**src/rtl/wb_arbiter_if.sv**
```systemverilog
// Writeback arbiter bus: N_REQ valid/ready write requests in, two registered RF write ports out.
// The slave modport is the arbiter side; the master modport is the requester/RF side.
interface wb_arbiter_if #(
   parameter int ADDR_WIDTH = 5,
   parameter int DATA_WIDTH = 32,
   parameter int N_REQ      = 4
);
   logic [N_REQ-1:0]            req_valid;
   logic [N_REQ*ADDR_WIDTH-1:0] req_addr;
   logic [N_REQ*DATA_WIDTH-1:0] req_data;
   logic [N_REQ-1:0]            req_ready;
   logic                        we_a;
   logic                        we_b;
   logic [ADDR_WIDTH-1:0]       waddr_a;
   logic [ADDR_WIDTH-1:0]       waddr_b;
   logic [DATA_WIDTH-1:0]       wdata_a;
   logic [DATA_WIDTH-1:0]       wdata_b;
   logic [15:0]                 stall_cnt;

   modport slave (
      input  req_valid, req_addr, req_data,
      output req_ready, we_a, we_b, waddr_a, waddr_b, wdata_a, wdata_b, stall_cnt
   );

   modport master (
      output req_valid, req_addr, req_data,
      input  req_ready, we_a, we_b, waddr_a, waddr_b, wdata_a, wdata_b, stall_cnt
   );
endinterface

```
**src/rtl/wb_arbiter.sv**
```systemverilog
// Dual-port register-file writeback arbiter: up to two distinct-address grants per cycle, round-robin.
// Define WB_ARB_FIXED_PRIO_EN for fixed priority (requester 0 highest, no rotation pointer).
module wb_arbiter #(
   parameter int ADDR_WIDTH = 5,
   parameter int DATA_WIDTH = 32,
   parameter int N_REQ      = 4
) (
   input  logic        clk,
   input  logic        rst,
   wb_arbiter_if.slave bus
);
   localparam int IDX_W = (N_REQ > 1) ? $clog2(N_REQ) : 1;
   typedef logic [IDX_W-1:0] idx_t;

   logic [ADDR_WIDTH-1:0] addr_arr [N_REQ];
   logic [DATA_WIDTH-1:0] data_arr [N_REQ];
   logic [N_REQ-1:0]      ready;
   logic [N_REQ-1:0]      grant;
   logic                  a_hit, b_hit;
   idx_t                  a_idx, b_idx;
   idx_t                  rr_ptr;
   idx_t                  idx;
   logic [IDX_W:0]        pos;

   logic                  we_a_q, we_a_d, we_b_q, we_b_d;
   logic [ADDR_WIDTH-1:0] waddr_a_q, waddr_a_d, waddr_b_q, waddr_b_d;
   logic [DATA_WIDTH-1:0] wdata_a_q, wdata_a_d, wdata_b_q, wdata_b_d;
   logic [15:0]           stall_cnt_q, stall_cnt_d;

   always_comb begin
      for (int i = 0; i < N_REQ; i++) begin
         addr_arr[i] = bus.req_addr[i*ADDR_WIDTH +: ADDR_WIDTH];
         data_arr[i] = bus.req_data[i*DATA_WIDTH +: DATA_WIDTH];
      end
   end

   // Scan from rr_ptr; address-0 writes are acked without taking a port,
   // and anything matching port A's address waits so B never collides with A.
   always_comb begin
      ready = '0;
      a_hit = 1'b0;
      b_hit = 1'b0;
      a_idx = '0;
      b_idx = '0;
      pos   = '0;
      idx   = '0;
      for (int k = 0; k < N_REQ; k++) begin
         pos = {1'b0, rr_ptr} + (IDX_W+1)'(k);
         if (pos >= (IDX_W+1)'(N_REQ)) pos = pos - (IDX_W+1)'(N_REQ);
         idx = pos[IDX_W-1:0];
         if (bus.req_valid[idx]) begin
            if (addr_arr[idx] == '0) begin
               ready[idx] = 1'b1;
            end else if (!a_hit) begin
               a_hit      = 1'b1;
               a_idx      = idx;
               ready[idx] = 1'b1;
            end else if (!b_hit && (addr_arr[idx] != addr_arr[a_idx])) begin
               b_hit      = 1'b1;
               b_idx      = idx;
               ready[idx] = 1'b1;
            end
         end
      end
   end

   assign grant         = rst ? '0 : ready;
   assign bus.req_ready = grant;

`ifdef WB_ARB_FIXED_PRIO_EN
   assign rr_ptr = '0;
`else
   idx_t rr_ptr_q, rr_ptr_d;

   function automatic idx_t wrap_inc(input idx_t i);
      return (i == idx_t'(N_REQ-1)) ? '0 : i + idx_t'(1);
   endfunction

   // Pointer moves just past the last port winner so that winner drops to lowest priority.
   always_comb begin
      rr_ptr_d = rr_ptr_q;
      if (b_hit)      rr_ptr_d = wrap_inc(b_idx);
      else if (a_hit) rr_ptr_d = wrap_inc(a_idx);
   end

   always_ff @(posedge clk or posedge rst) begin
      if (rst) rr_ptr_q <= '0;
      else     rr_ptr_q <= rr_ptr_d;
   end

   assign rr_ptr = rr_ptr_q;
`endif

   always_comb begin
      we_a_d      = a_hit;
      we_b_d      = b_hit;
      waddr_a_d   = a_hit ? addr_arr[a_idx] : waddr_a_q;
      wdata_a_d   = a_hit ? data_arr[a_idx] : wdata_a_q;
      waddr_b_d   = b_hit ? addr_arr[b_idx] : waddr_b_q;
      wdata_b_d   = b_hit ? data_arr[b_idx] : wdata_b_q;
      stall_cnt_d = stall_cnt_q;
      if (|(bus.req_valid & ~grant) && (stall_cnt_q != 16'hFFFF))
         stall_cnt_d = stall_cnt_q + 16'd1;
   end

   always_ff @(posedge clk or posedge rst) begin
      if (rst) begin
         we_a_q      <= 1'b0;
         we_b_q      <= 1'b0;
         waddr_a_q   <= '0;
         waddr_b_q   <= '0;
         wdata_a_q   <= '0;
         wdata_b_q   <= '0;
         stall_cnt_q <= '0;
      end else begin
         we_a_q      <= we_a_d;
         we_b_q      <= we_b_d;
         waddr_a_q   <= waddr_a_d;
         waddr_b_q   <= waddr_b_d;
         wdata_a_q   <= wdata_a_d;
         wdata_b_q   <= wdata_b_d;
         stall_cnt_q <= stall_cnt_d;
      end
   end

   assign bus.we_a      = we_a_q;
   assign bus.we_b      = we_b_q;
   assign bus.waddr_a   = waddr_a_q;
   assign bus.waddr_b   = waddr_b_q;
   assign bus.wdata_a   = wdata_a_q;
   assign bus.wdata_b   = wdata_b_q;
   assign bus.stall_cnt = stall_cnt_q;
endmodule

```
**src/flat_wrapper.sv**
```systemverilog
// flat-port wrapper written by rule: the top's interface ports become plain ports
module wb_arbiter_flat 
#(
   parameter int ADDR_WIDTH = 5,
   parameter int DATA_WIDTH = 32,
   parameter int N_REQ      = 4
)
  (clk, rst, bus_req_valid, bus_req_addr, bus_req_data, bus_req_ready, bus_we_a, bus_we_b, bus_waddr_a, bus_waddr_b, bus_wdata_a, bus_wdata_b, bus_stall_cnt);
  wb_arbiter_if #(.ADDR_WIDTH(ADDR_WIDTH), .DATA_WIDTH(DATA_WIDTH), .N_REQ(N_REQ)) bus_i ();
  input  logic clk;
  input  logic rst;
  input wire logic [$bits(bus_i.req_valid)-1:0] bus_req_valid;
  input wire logic [$bits(bus_i.req_addr)-1:0] bus_req_addr;
  input wire logic [$bits(bus_i.req_data)-1:0] bus_req_data;
  output wire logic [$bits(bus_i.req_ready)-1:0] bus_req_ready;
  output wire logic [$bits(bus_i.we_a)-1:0] bus_we_a;
  output wire logic [$bits(bus_i.we_b)-1:0] bus_we_b;
  output wire logic [$bits(bus_i.waddr_a)-1:0] bus_waddr_a;
  output wire logic [$bits(bus_i.waddr_b)-1:0] bus_waddr_b;
  output wire logic [$bits(bus_i.wdata_a)-1:0] bus_wdata_a;
  output wire logic [$bits(bus_i.wdata_b)-1:0] bus_wdata_b;
  output wire logic [$bits(bus_i.stall_cnt)-1:0] bus_stall_cnt;
  assign bus_i.req_valid = bus_req_valid;
  assign bus_i.req_addr = bus_req_addr;
  assign bus_i.req_data = bus_req_data;
  assign bus_req_ready = bus_i.req_ready;
  assign bus_we_a = bus_i.we_a;
  assign bus_we_b = bus_i.we_b;
  assign bus_waddr_a = bus_i.waddr_a;
  assign bus_waddr_b = bus_i.waddr_b;
  assign bus_wdata_a = bus_i.wdata_a;
  assign bus_wdata_b = bus_i.wdata_b;
  assign bus_stall_cnt = bus_i.stall_cnt;
  wb_arbiter #(.ADDR_WIDTH(ADDR_WIDTH), .DATA_WIDTH(DATA_WIDTH), .N_REQ(N_REQ)) u_core (.clk(clk), .rst(rst), .bus(bus_i));
endmodule
```
**config.mk**
```make
export PLATFORM = sky130hd
export DESIGN_NAME = wb_arbiter_flat
export DESIGN_NICKNAME = d
export VERILOG_FILES = /design/src/rtl/wb_arbiter_if.sv /design/src/rtl/wb_arbiter.sv /design/src/flat_wrapper.sv
export SDC_FILE = /design/constraint.sdc
export NUM_CORES = 1
export LEC_CHECK = 0
export CAP_MARGIN = 10
export CORE_MARGIN = 2
export CORE_UTILIZATION = 45
export CTS_BUF_LIST = sky130_fd_sc_hd__clkbuf_8
export DETAILED_ROUTE_END_ITERATION = 7
export PLACE_DENSITY = 0.77
export SLEW_MARGIN = 20
export SYNTH_ARGS = -nofsm -noshare
export SYNTH_HDL_FRONTEND = slang
export SYNTH_SLANG_ARGS = --single-unit
```
**constraint.sdc**
```tcl
create_clock -name clk -period 6.18 [get_ports clk]
set_clock_uncertainty 0.1 [all_clocks]
set_input_delay 1.236 -clock clk [delete_from_list [all_inputs] [get_ports clk]]
set_output_delay 1.236 -clock clk [all_outputs]
set_load 0.01 [all_outputs]
```
==> results of run 1 <==
==> how the worst max path moves through the flow <==
stage                        to
2_1_floorplan  bus_req_ready[1]
3_3_place_gp   bus_req_ready[1]
3_5_place_dp   bus_req_ready[2]
4_1_cts        bus_req_ready[1]
5_1_grt        bus_req_ready[1]
6_report       bus_req_ready[1]
==> logic make-up (layout without fill, tap and decap cells) <==
group | Yosys count | in the layout | synth area share
DFF | 94 | 94 | 0.281
xor gates and xnor gates | 33 | 33 | 0.0345
buffers and inverters | 115 | 455 | 0.0592
AOI/OAI and AO/OA | 254 | 254 | 0.226
adders and majority gates | 5 | 5 | 0.00747
muxes | 111 | 111 | 0.159
and+or+nand+nor | 440 | 440 | 0.232
==> critical path, delay by kind of cell <==
family                    cells  cell delay, ns
AOI/OAI and AO/OA             6            0.95
xor gates and xnor gates      1            0.14
buffers and inverters         6            1.03
muxes                         1            0.54
and+or+nand+nor               5            0.83
==> cell usage in the layout (no fill, tap or decap), types with 12 or more instances in the layout <==
cell type	synthesis	routed
nand2_1	254	253
clkdlybuf4s50_1	0	221
buf_4	9	160
dfrtp_1	94	93
mux2i_1	86	83
o21ai_0	83	83
nor2_1	77	73
nand3_1	44	43
a221oi_1	40	37
xor2_1	18	18
mux4_2	17	17
a21oi_1	18	16
o221ai_1	15	14
xnor2_1	15	14
inv_1	13	12
clkbuf_2	0	12
==> state kept, by name, indices dropped and copies added (netlist names) <==
signal and cells:
u_core.bus.waddr_a 5, u_core.bus.we_a 1, u_core.bus.we_b 1, u_core.bus.stall_cnt 16, u_core.bus.wdata_a 32, u_core.bus.wdata_b 32
u_core.bus.waddr_b 5, u_core.rr_ptr 2
==> per-stage QoR <==
stage          cell area [um^2]  setup TNS, ns  setup slack (ns)
5_1_grt                   12600        -0.0214           -0.0214
3_5_place_dp              12000          -2.76            -0.743
4_1_cts                   12400              0           0.00627
2_1_floorplan              8380              0            0.0186
6_report                  12600              0             0.127
3_3_place_gp              12000          -2.25            -0.607
==> routing by layer <==
| metal | up-vias | track usage | part of all wire |
|---|---|---|---|
| met2 | 507 | 0.536 | 0.46 |
| met3 | 81 | 0.0824 | 0.094 |
| met5 | - | 0 | 0 |
| met1 | 4645 | 0.425 | 0.41 |
| li1 | 4500 | - | - |
| met4 | 0 | 0.114 | 0.035 |
==> timing repair <==
item                       in CTS  in global routing
buffers inserted               11                 13
setup endpoints to repair       4                  4
pin swaps                      24                 19
resized for setup              81                 50
==> power groups by stage <==
stage	clock network, W	logic [W]	registers (W)
floorplan	0	0.00448	0.00135
global placement	0	0.00723	0.00124
detailed placement	0	0.00735	0.00124
CTS	0.000424	0.00757	0.00124
global route	0.000446	0.00850	0.00128
finish	0.000413	0.00790	0.00124
==> area by class of cell <==
type | count | area (um^2)
clock buffer | 10 | 138
clock inverter | 6 | 52.6
fill | 1492 | 5440
inverter | 15 | 58.8
multi-input combinational | 843 | 5900
sequential | 94 | 2350
tap | 229 | 287
timing repair buffer | 424 | 3860
==> results.tsv, run 1 <==
stage	metric	value	unit
logic_synthesis	sequential fraction of the synthesis area	0.281	
global_routing	initial antenna violation count	0	
setup_path	critical path endpoint category	output pin	
logic_synthesis	syn_nets	1211	
job	max-cap violations	0	
clock_network	Max H-tree Level	3	
die	Die Wd	140	um
sta	hold_ws	0.386	ns
setup_path	Worst Path Max Fanout	5	
global_routing	final global-route overflow total	0	
setup_path	Worst setup startpoint	bus_req_addr[8]	
clock_network	clk sinks	94	
finish	fin nets	1546	
clock_network	Max Root-Sink Buffers	2	
logic_synthesis	synth top area cells	dfrtp_1, nand2_1, mux2i_1	
setup_path	CP most frequent cell	buf_4	
logic_synthesis	mapped cell area	0.00837	mm^2
logic_synthesis	most numerous cell in the Yosys netlist	nand2_1	
power	Comb pwr share	0.827	
die	die height	140	um
sta	final slew viol count	0	
die	FP Rows	49	
clock_network	number of hold buffers added after CTS	0	
power	sequential group share of total power	0.129	
global_routing	Tot GR Track Use	0.328	
finish	final core utilization	0.699	
setup_path	Critical Path Start Type	primary input	
logic_synthesis	count of state elements after synthesis	94	
drt	vias per cell	6.00	
logic_synthesis	Post-synth EDFFs	0	
logic_synthesis	YS warnings	0	
logic_synthesis	Yosys cell types	82	
placement	Placed Cells	1581	
power	VDD IR max	0.644	mV
sta	worst-margin pin slew	0.837	ns
drt	First-pass DRT Iterations	5	
logic_synthesis	Synth async-reset ratio	1.00	
global_routing	vias in the first global route	9519	
logic_synthesis	top_reg_cell synth	dfrtp_1	
sta	Setup violations, final	0	
setup_path	r2r setup slk	0.82	ns
clock_network	CTS root buf	clkbuf_8	
setup_path	crit path cell chain	clkdlybuf4s15_2 -> mux4_2 -> nor4_4 -> buf_4 -> a21oi_1 -> buf_4 -> nand2_1 -> o32ai_4 -> buf_6 -> buf_4 -> a221oi_2 -> a31oi_1 -> xnor2_1 -> nor2_2 -> a31oi_2 -> and2_4 -> a221o_1 -> and2_1 -> buf_2	
placement	DP Wirelength	24.4	mm
sta	Period minus WS final	6.05	ns
logic_synthesis	Synth top area share	0.281	
power	Int Power	0.00481	W
logic_synthesis	Synth Instances	1052	
finish	Non-Filler Instances	1621	
outcome	run status	complete, no violations	
sta	endpoints failing hold	0	
hold_path	Min-Delay Path Class	flip-flop to flip-flop	
hold_path	hold depth	2	
finish	Antenna Cells	0	
global_routing	largest net degree at the start of global routing	73	
setup_path	Worst Reg-to-Reg Cells	23	
die	I/O pin total	250	
setup_path	reg-to-reg critical path startpoint	u_core.rr_ptr[1]$_DFFE_PP0P_	
placement	GPL Wtd Cong	1.05	
setup_path	Slowest cell on crit path	mux4_2	
placement	PortBufs	249	
sta	Tcrit/Tclk final	0.979	
logic_synthesis	top cells by count, synth	nand2_1, dfrtp_1, mux2i_1, o21ai_0, nor2_1	
power	Net Switching	0.00474	W
clock_network	clk slew on worst S/H paths	0.11	ns
drt	Vias	9733	
setup_path	r2r endpoint	u_core.bus.waddr_b[1]$_DFFE_PP0N_	
global_routing	first-pass GRT wire length	51.6	mm
drt	antenna viol nets, final	0	
setup_path	CP max stage delay	0.54	ns
setup_path	Worst Path Required	4.84	ns
finish	area grow syn2layout	51.0	%
power	sw frac	0.496	
drt	DRC	0	
power	PwrDens	755	mW/mm^2
logic_synthesis	Avg Cell Area, Syn	7.96	um^2
clock_network	CTS tree	yes	
sta	Max Fclk	165	MHz
hold_path	hold path start	u_core.bus.wdata_a[6]$_DFFE_PP0P_	
hold_path	worst hold endpoint	u_core.bus.wdata_a[6]$_DFFE_PP0P_	
sta	relative slew slack	0.442	
clock_network	Clock Latency Late Sink	0.39	ns
power	Power, Total	0.00955	W
logic_synthesis	post-synth top area cell	dfrtp_1	
clock_network	total CTS buffers	9	
die	CORE AREA	0.0181	mm^2
drt	Iter 0 DRT Violations	771	
setup_path	crit path kind	primary input to output pin	
power	Clock power frac	0.043	
drt	DR WL/cell	20.2	um
power	P_leak	5.32	nW
die	die footprint	0.0197	mm^2
drt	DRT Wirelength	32.8	mm
setup_path	Worst Path Arrival	4.72	ns
finish	share of cells above drive strength 1	0.221	
die	Starting Density	0.463	
No activity file was read; power rests on OpenSTA's default activity.
==> inputs of run 2 (changes only) <==
--- a/config.mk
+++ b/config.mk
@@ -9,6 +9,7 @@
 export CORE_MARGIN = 2
 export CORE_UTILIZATION = 45
 export CTS_BUF_LIST = sky130_fd_sc_hd__clkbuf_8
+export CTS_CLUSTER_SIZE = 10
 export DETAILED_ROUTE_END_ITERATION = 7
 export PLACE_DENSITY = 0.77
 export SLEW_MARGIN = 20
==> results of run 2 <==
The final DEF is identical to that of run 1; final timing and power are the same.
==> inputs of run 3 (changes only) <==
--- a/config.mk
+++ b/config.mk
@@ -5,6 +5,7 @@
 export SDC_FILE = /design/constraint.sdc
 export NUM_CORES = 1
 export LEC_CHECK = 0
+export ABC_AREA = 0
 export CAP_MARGIN = 10
 export CORE_MARGIN = 2
 export CORE_UTILIZATION = 45
==> results of run 3 <==
The final DEF is identical to that of run 1; final timing and power are the same.
